--- src/rtl/alu_op_sequencer_pkg.sv ---
// Shared opcode encodings, sequencer state encoding and opcode-class decode
// helpers for the ALU operation sequencer and its neighbours.
package alu_op_sequencer_pkg;

  localparam logic [3:0] ALU_NOP = 4'd0;
  localparam logic [3:0] ALU_ADD = 4'd1;
  localparam logic [3:0] ALU_SUB = 4'd2;
  localparam logic [3:0] ALU_AND = 4'd3;
  localparam logic [3:0] ALU_OR  = 4'd4;
  localparam logic [3:0] ALU_XOR = 4'd5;
  localparam logic [3:0] ALU_NOT = 4'd6;
  localparam logic [3:0] ALU_LRS = 4'd7;
  localparam logic [3:0] ALU_ARS = 4'd8;
  localparam logic [3:0] ALU_RR  = 4'd9;
  localparam logic [3:0] ALU_LLS = 4'd10;
  localparam logic [3:0] ALU_ALS = 4'd11;
  localparam logic [3:0] ALU_RL  = 4'd12;

  typedef enum logic [2:0] {
    SEQ_IDLE    = 3'd0,
    SEQ_EXEC    = 3'd1,
    SEQ_SHIFT   = 3'd2,
    SEQ_WIDE_LO = 3'd3,
    SEQ_WIDE_HI = 3'd4,
    SEQ_DONE    = 3'd5
  } seq_state_t;

  // Opcodes the ALU only implements as single-bit steps.
  function automatic logic is_shift_op(input logic [3:0] op);
    logic hit;
    case (op)
      ALU_LRS, ALU_ARS, ALU_RR, ALU_LLS, ALU_ALS, ALU_RL: hit = 1'b1;
      default:                                           hit = 1'b0;
    endcase
    return hit;
  endfunction

  function automatic logic is_arith_op(input logic [3:0] op);
    logic hit;
    case (op)
      ALU_ADD, ALU_SUB: hit = 1'b1;
      default:          hit = 1'b0;
    endcase
    return hit;
  endfunction

endpackage

--- src/rtl/alu_op_sequencer.sv ---
// Multi-cycle sequencer in front of the 16-bit ALU: repeats 1-bit shift ops
// for N-bit shifts/rotates and chains two passes for 32-bit ADD/SUB.
module alu_op_sequencer
  import alu_op_sequencer_pkg::*;
#(
  parameter int CNT_W = 4
) (
  input  logic             clk,
  input  logic             reset,
  input  logic             req_valid,
  output logic             req_ready,
  input  logic [3:0]       req_op,
  input  logic [31:0]      req_a,
  input  logic [31:0]      req_b,
  input  logic             req_cin,
  input  logic             req_wide,
  input  logic [CNT_W-1:0] req_count,
  output logic [15:0]      alu_input1,
  output logic [15:0]      alu_input2,
  output logic             alu_cin,
  output logic [3:0]       alu_op,
  input  logic [15:0]      alu_result,
  input  logic             alu_cout,
  output logic             rsp_valid,
  input  logic             rsp_ready,
  output logic [31:0]      rsp_result,
  output logic             rsp_cout
);

  seq_state_t       state_r, next_state_s;
  logic [3:0]       op_r;
  logic [31:0]      a_r, b_r;
  logic             cin_r, carry_r;
  logic [15:0]      work_r, lo_r;
  logic [CNT_W-1:0] cnt_r;
  logic             req_ready_r, rsp_valid_r, rsp_cout_r;
  logic [31:0]      rsp_result_r;
  logic             accept_s;

  assign accept_s   = req_valid && req_ready_r;
  assign req_ready  = req_ready_r;
  assign rsp_valid  = rsp_valid_r;
  assign rsp_result = rsp_result_r;
  assign rsp_cout   = rsp_cout_r;

  // Next-state decode.
  always_comb begin
    next_state_s = state_r;
    case (state_r)
      SEQ_IDLE: begin
        if (accept_s) begin
          if (is_shift_op(req_op)) begin
            next_state_s = (req_count == '0) ? SEQ_DONE : SEQ_SHIFT;
          end else if (is_arith_op(req_op) && req_wide) begin
            next_state_s = SEQ_WIDE_LO;
          end else begin
            next_state_s = SEQ_EXEC;
          end
        end else begin
          next_state_s = SEQ_IDLE;
        end
      end
      SEQ_EXEC:    next_state_s = SEQ_DONE;
      SEQ_SHIFT: begin
        if (cnt_r == CNT_W'(1)) begin
          next_state_s = SEQ_DONE;
        end else begin
          next_state_s = SEQ_SHIFT;
        end
      end
      SEQ_WIDE_LO: next_state_s = SEQ_WIDE_HI;
      SEQ_WIDE_HI: next_state_s = SEQ_DONE;
      SEQ_DONE: begin
        if (rsp_ready) begin
          next_state_s = SEQ_IDLE;
        end else begin
          next_state_s = SEQ_DONE;
        end
      end
      default:     next_state_s = SEQ_IDLE;
    endcase
  end

  // ALU drive; quiet (all zero) in every non-computing state and during reset.
  always_comb begin
    alu_op     = 4'd0;
    alu_input1 = 16'h0000;
    alu_input2 = 16'h0000;
    alu_cin    = 1'b0;
    if (reset) begin
      alu_op = 4'd0;
    end else begin
      case (state_r)
        SEQ_EXEC, SEQ_WIDE_LO: begin
          alu_op     = op_r;
          alu_input1 = a_r[15:0];
          alu_input2 = b_r[15:0];
          alu_cin    = cin_r;
        end
        SEQ_SHIFT: begin
          alu_op     = op_r;
          alu_input1 = work_r;
        end
        SEQ_WIDE_HI: begin
          alu_op     = op_r;
          alu_input1 = a_r[31:16];
          alu_input2 = b_r[31:16];
          alu_cin    = carry_r;
        end
        default: alu_op = 4'd0;
      endcase
    end
  end

  // State, operand file and registered response.
  always_ff @(posedge clk) begin
    if (reset) begin
      state_r      <= SEQ_IDLE;
      op_r         <= 4'd0;
      a_r          <= 32'h0;
      b_r          <= 32'h0;
      cin_r        <= 1'b0;
      carry_r      <= 1'b0;
      work_r       <= 16'h0;
      lo_r         <= 16'h0;
      cnt_r        <= '0;
      req_ready_r  <= 1'b0;
      rsp_valid_r  <= 1'b0;
      rsp_result_r <= 32'h0;
      rsp_cout_r   <= 1'b0;
    end else begin
      state_r     <= next_state_s;
      req_ready_r <= (next_state_s == SEQ_IDLE);
      case (state_r)
        SEQ_IDLE: begin
          if (accept_s) begin
            op_r   <= req_op;
            a_r    <= req_a;
            b_r    <= req_b;
            cin_r  <= req_cin;
            cnt_r  <= req_count;
            work_r <= req_a[15:0];
            // A zero-count shift completes without touching the ALU.
            if (is_shift_op(req_op) && (req_count == '0)) begin
              rsp_valid_r  <= 1'b1;
              rsp_result_r <= {16'h0000, req_a[15:0]};
              rsp_cout_r   <= 1'b0;
            end
          end
        end
        SEQ_EXEC: begin
          rsp_valid_r  <= 1'b1;
          rsp_result_r <= {16'h0000, alu_result};
          rsp_cout_r   <= is_arith_op(op_r) & alu_cout;
        end
        SEQ_SHIFT: begin
          work_r <= alu_result;
          cnt_r  <= cnt_r - CNT_W'(1);
          if (cnt_r == CNT_W'(1)) begin
            rsp_valid_r  <= 1'b1;
            rsp_result_r <= {16'h0000, alu_result};
            rsp_cout_r   <= 1'b0;
          end
        end
        SEQ_WIDE_LO: begin
          lo_r    <= alu_result;
          carry_r <= alu_cout;
        end
        SEQ_WIDE_HI: begin
          rsp_valid_r  <= 1'b1;
          rsp_result_r <= {alu_result, lo_r};
          rsp_cout_r   <= alu_cout;
        end
        SEQ_DONE: begin
          if (rsp_ready) begin
            rsp_valid_r  <= 1'b0;
            rsp_result_r <= 32'h0;
            rsp_cout_r   <= 1'b0;
          end
        end
        default: rsp_valid_r <= 1'b0;
      endcase
    end
  end

endmodule

--- config.mk ---
export PLATFORM = sky130hd
export DESIGN_NAME = alu_op_sequencer
export DESIGN_NICKNAME = d
export VERILOG_FILES = /design/src/rtl/alu_op_sequencer_pkg.sv /design/src/rtl/alu_op_sequencer.sv
export SDC_FILE = /design/constraint.sdc
export NUM_CORES = 1
export LEC_CHECK = 0
export BUFFER_PORTS_ARGS = -buffer_cell sky130_fd_sc_hd__buf_2
export CORE_MARGIN = 4
export CORE_UTILIZATION = 40
export CTS_CLUSTER_DIAMETER = 150
export DETAILED_ROUTE_END_ITERATION = 12
export HOLD_SLACK_MARGIN = 0.1
export PLACE_DENSITY = 0.61
export SETUP_SLACK_MARGIN = 0.2
export SLEW_MARGIN = 10
export SYNTH_ARGS = -nofsm -noshare
export SYNTH_HDL_FRONTEND = slang
export SYNTH_SLANG_ARGS = --single-unit
--- constraint.sdc ---
create_clock -name clk -period 2.3 [get_ports clk]
set_input_delay 0 -clock clk [delete_from_list [all_inputs] [get_ports clk]]
set_output_delay 0 -clock clk [all_outputs]
set_load 0.03 [all_outputs]
==> reports/metrics.csv <==
stage,metric,value,unit
cts,CTS tree,built,
logic_synthesis,Post-Synthesis Cells,854,
pwr,Worst IR Drop VDD,0.550,mV
critical_path,reg2reg start,cnt_r[1],
timing,Final Cycle Share,0.864,
final_layout,post-route non-filler standard cell count,1317,
critical_path,Worst Setup SP,cnt_r[1],
cts,root buf cell,clkbuf_16,
grt,initial antenna violation count,0,
final_layout,nets@finish,1181,
grt,vias in the first global route,6359,
place,dpl ws,0.190,ns
floorplanning,Die W,138,um
logic_synthesis,register area share after synthesis,0.429,
critical_path,R2R setup slack,0.31,ns
critical_path,Crit path max-delay family,simple AND/OR/NAND/NOR gates,
timing,Max Fclk,503,MHz
detailed_routing,vias per cell,5.09,
timing,setup TNS,0,ns
floorplanning,I/O Pins,167,
final_layout,Layout area overhead,39.3,%
timing,worst-margin pin slew,0.661,ns
detailed_routing,1st-pass router iterations,7,
floorplanning,FP Rows,47,
final_layout,layout cell share with drive strength beyond 1,0.263,
critical_path,WP depth,7,
floorplanning,Initial Utilization,0.407,
cts,"Reg clk slew, reported paths",0.06,ns
logic_synthesis,"Async S/R FF share, synth",0,
grt,Total Routing Usage GR,0.212,
critical_path,CP Capture Type,flop,
critical_path,"Critical Path, Cell by Cell",inv_1 > ha_1 > or3b_4 > a211o_1 > or3_4 > buf_12 > mux2i_1,
logic_synthesis,synthesized area per cell,7.87,sq um
cts,Num CTS Buffers,17,
place,placed cells,1191,
cts,clock latency on the worst-skew pair,0.42,ns
detailed_routing,Vias,6707,
final_layout,filler instances,1571,
timing,setup violators final,0,
floorplanning,Core Area,0.0165,sq mm
logic_synthesis,top_reg_cell synth,dfxtp_1,
logic_synthesis,Post-Syn Nets,951,
timing,Final Hold Viols,0,
critical_path,CP max-delay cell,or3b_4,
critical_path,worst r2r dst,rsp_result[9],
critical_path,CP arrival,2.30,ns
pwr,Static Leak,3.74,nW
cts,H-Tree Depth,4,
floorplanning,DIE AREA,0.0189,sq mm
detailed_routing,DR iter-0 viols,338,
logic_synthesis,Synth warnings,0,
critical_path,Critical Path Source Type,flop,
critical_path,delay of the slowest critical-path stage,0.40,ns
run,Max-Cap Viols,0,
run_status,status,completed,
place,hpwl dp,13400,um
pwr,Power Dens Cells,987,mW/mm^2
critical_path,crit path kind,reg -> reg,
logic_synthesis,number of synthesized register bits,144,
final_layout,antenna cells,0,
timing,unrepaired setup endpoints after global routing,no,
critical_path,worst path bufs/invs,2,
logic_synthesis,Synth cell types,49,
cts,Sinks on Clock Net,144,
cts,CTS max path bufs,2,
timing,setup ws final,0.312,ns
timing,Final min period,1.99,ns
place,Placer Congestion,0.763,
timing,relative slew slack,0.557,
critical_path,CP required,2.61,ns
logic_synthesis,Post-synth EDFFs,0,
grt,remaining global-route overflow,0,
timing,Max Clock Skew,0.00553,ns
critical_path,worst-path fanout max,16,
floorplanning,die height,138,um
timing,Final Max Slew Viols,0,
detailed_routing,WL per Instance,15.5,um
grt,first-pass GRT wire length,32300,um
logic_synthesis,mapped cell area,0.00672,sq mm
min_path,hold path depth,5,
detailed_routing,post-route antenna net violation count,0,
grt,pin count of the biggest net entering global routing,54,
min_path,Min-Delay Startpoint,req_valid,
min_path,Hold Crit Endpoint,cnt_r[1],
detailed_routing,DRC,0,
critical_path,r2r worst-path depth,7,
min_path,Hold WC Path Type,in -> reg,
detailed_routing,final wirelength,20400,um
place,# port buffers,166,
tightest hold or removal path, cell delays in order:
cell      delay (ns)
buf_2           0.08
nand2_1         0.09
nor2_4          0.19
a221oi_1        0.12
nor2_1          0.07
registers in the layout (all words and copies together) (netlist names):
signal / cells
carry_r: 1
op_r: 4
rsp_valid: 1
req_ready: 1
state_r: 3
rsp_cout: 1
a_r: 32
work_r: 16
rsp_result: 32
cnt_r: 4
b_r: 32
cin_r: 1
lo_r: 16
routing by layer:
layer / wire [um] / vias to the layer above / global-route usage
met2: 8860 / 240 / 0.315
li1: - / 3412 / -
met1: 9600 / 3024 / 0.293
met5: 0 / - / 0
met3: 1600 / 31 / 0.0621
met4: 344 / 0 / 0.0704
per-stage QoR:
step / util / power [mW] / hold slack, ns / cell area (sq um)
after floorplan: - / 5.33 / 0.136 / 6720
after global placement: 0.469 / 6.15 / 0.244 / 7750
after detailed placement: 0.469 / 6.18 / 0.246 / 7750
after CTS: 0.563 / 9.24 / 0.133 / 9310
after global routing: 0.566 / 9.77 / 0.188 / 9360
final: 0.566 / 9.24 / 0.164 / 9360
what timing repair did:
| action | in CTS | in global routing |
|---|---|---|
| gates resized for setup | 4 | 12 |
| endpoints found under the setup margin | 48 | 39 |
| endpoints found under the hold margin | 133 | 0 |
| pin swaps | 0 | 1 |
| setup buffers | 1 | 1 |
| hold buffers | 92 | 0 |
cells by family (layout without fill, tap and decap cells):
group,count (synthesis),in the layout,share of synthesized area
compound gates,226,226,0.206
xor+xnor,3,3,0.00391
fa+ha+maj,2,2,0.00372
buf+inv,79,322,0.0507
flops,144,144,0.429
mux,16,16,0.0238
simple gates,384,384,0.283
placed cells by master (no fill, tap or decap), types with 6 or more instances in the layout:
master / count
a22oi_1: 49
mux2i_1: 16
clkbuf_16: 17
nand3b_1: 16
nor3_1: 6
a31oi_1: 16
or4b_2: 13
dlygate4sd3_1: 92
buf_4: 25
nor2_1: 25
a21oi_1: 94
nand2b_1: 33
and2_1: 21
buf_2: 164
nand2_1: 226
a31o_2: 16
or3b_2: 17
inv_6: 6
o21ai_0: 38
dfxtp_1: 140
power by group:
group          switching, mW  total (mW)  leakage [nW]  internal, mW
Sequential             0.274        3.21          1.17          2.94
Combinational           1.91        3.14          2.27          1.23
Clock                   1.13        2.88         0.295          1.75
Total                   3.32        9.24          3.74          5.92
how the worst max path moves through the flow:
stage / end / slack, ns
after floorplan: rsp_result[10] / 0.27
after global placement: rsp_result[11] / 0.23
after detailed placement: rsp_result[9] / 0.19
after CTS: alu_input1[15] / 0.22
after global routing: rsp_result[10] / 0.21
final: rsp_result[9] / 0.31
final cells by class:
| class | count | area [sq um] | area share |
|---|---|---|---|
| tap | 220 | 275 | 0.0294 |
| multi-input combinational | 631 | 3540 | 0.378 |
| sequential | 144 | 2890 | 0.309 |
| timing repair buffer | 288 | 2030 | 0.217 |
| clock inverter | 14 | 175 | 0.0187 |
| clock buffer | 18 | 439 | 0.0469 |
| inverter | 2 | 7.51 | 0.000802 |
synthesized netlist by cell type (all sizes together), types with 16 or more instances:
cell,n,area share
a21oi,94,0.070
a22oi,49,0.055
a31o,16,0.021
a31oi,16,0.015
and2,22,0.020
buf,19,0.017
clkbuf,58,0.033
dfxtp,144,0.43
mux2i,16,0.024
nand2,227,0.13
nand2b,33,0.031
nand3b,16,0.018
nor2,26,0.015
o21ai,38,0.028
or3b,18,0.024
or4b,16,0.024
No activity file was read; power rests on OpenSTA's default activity.
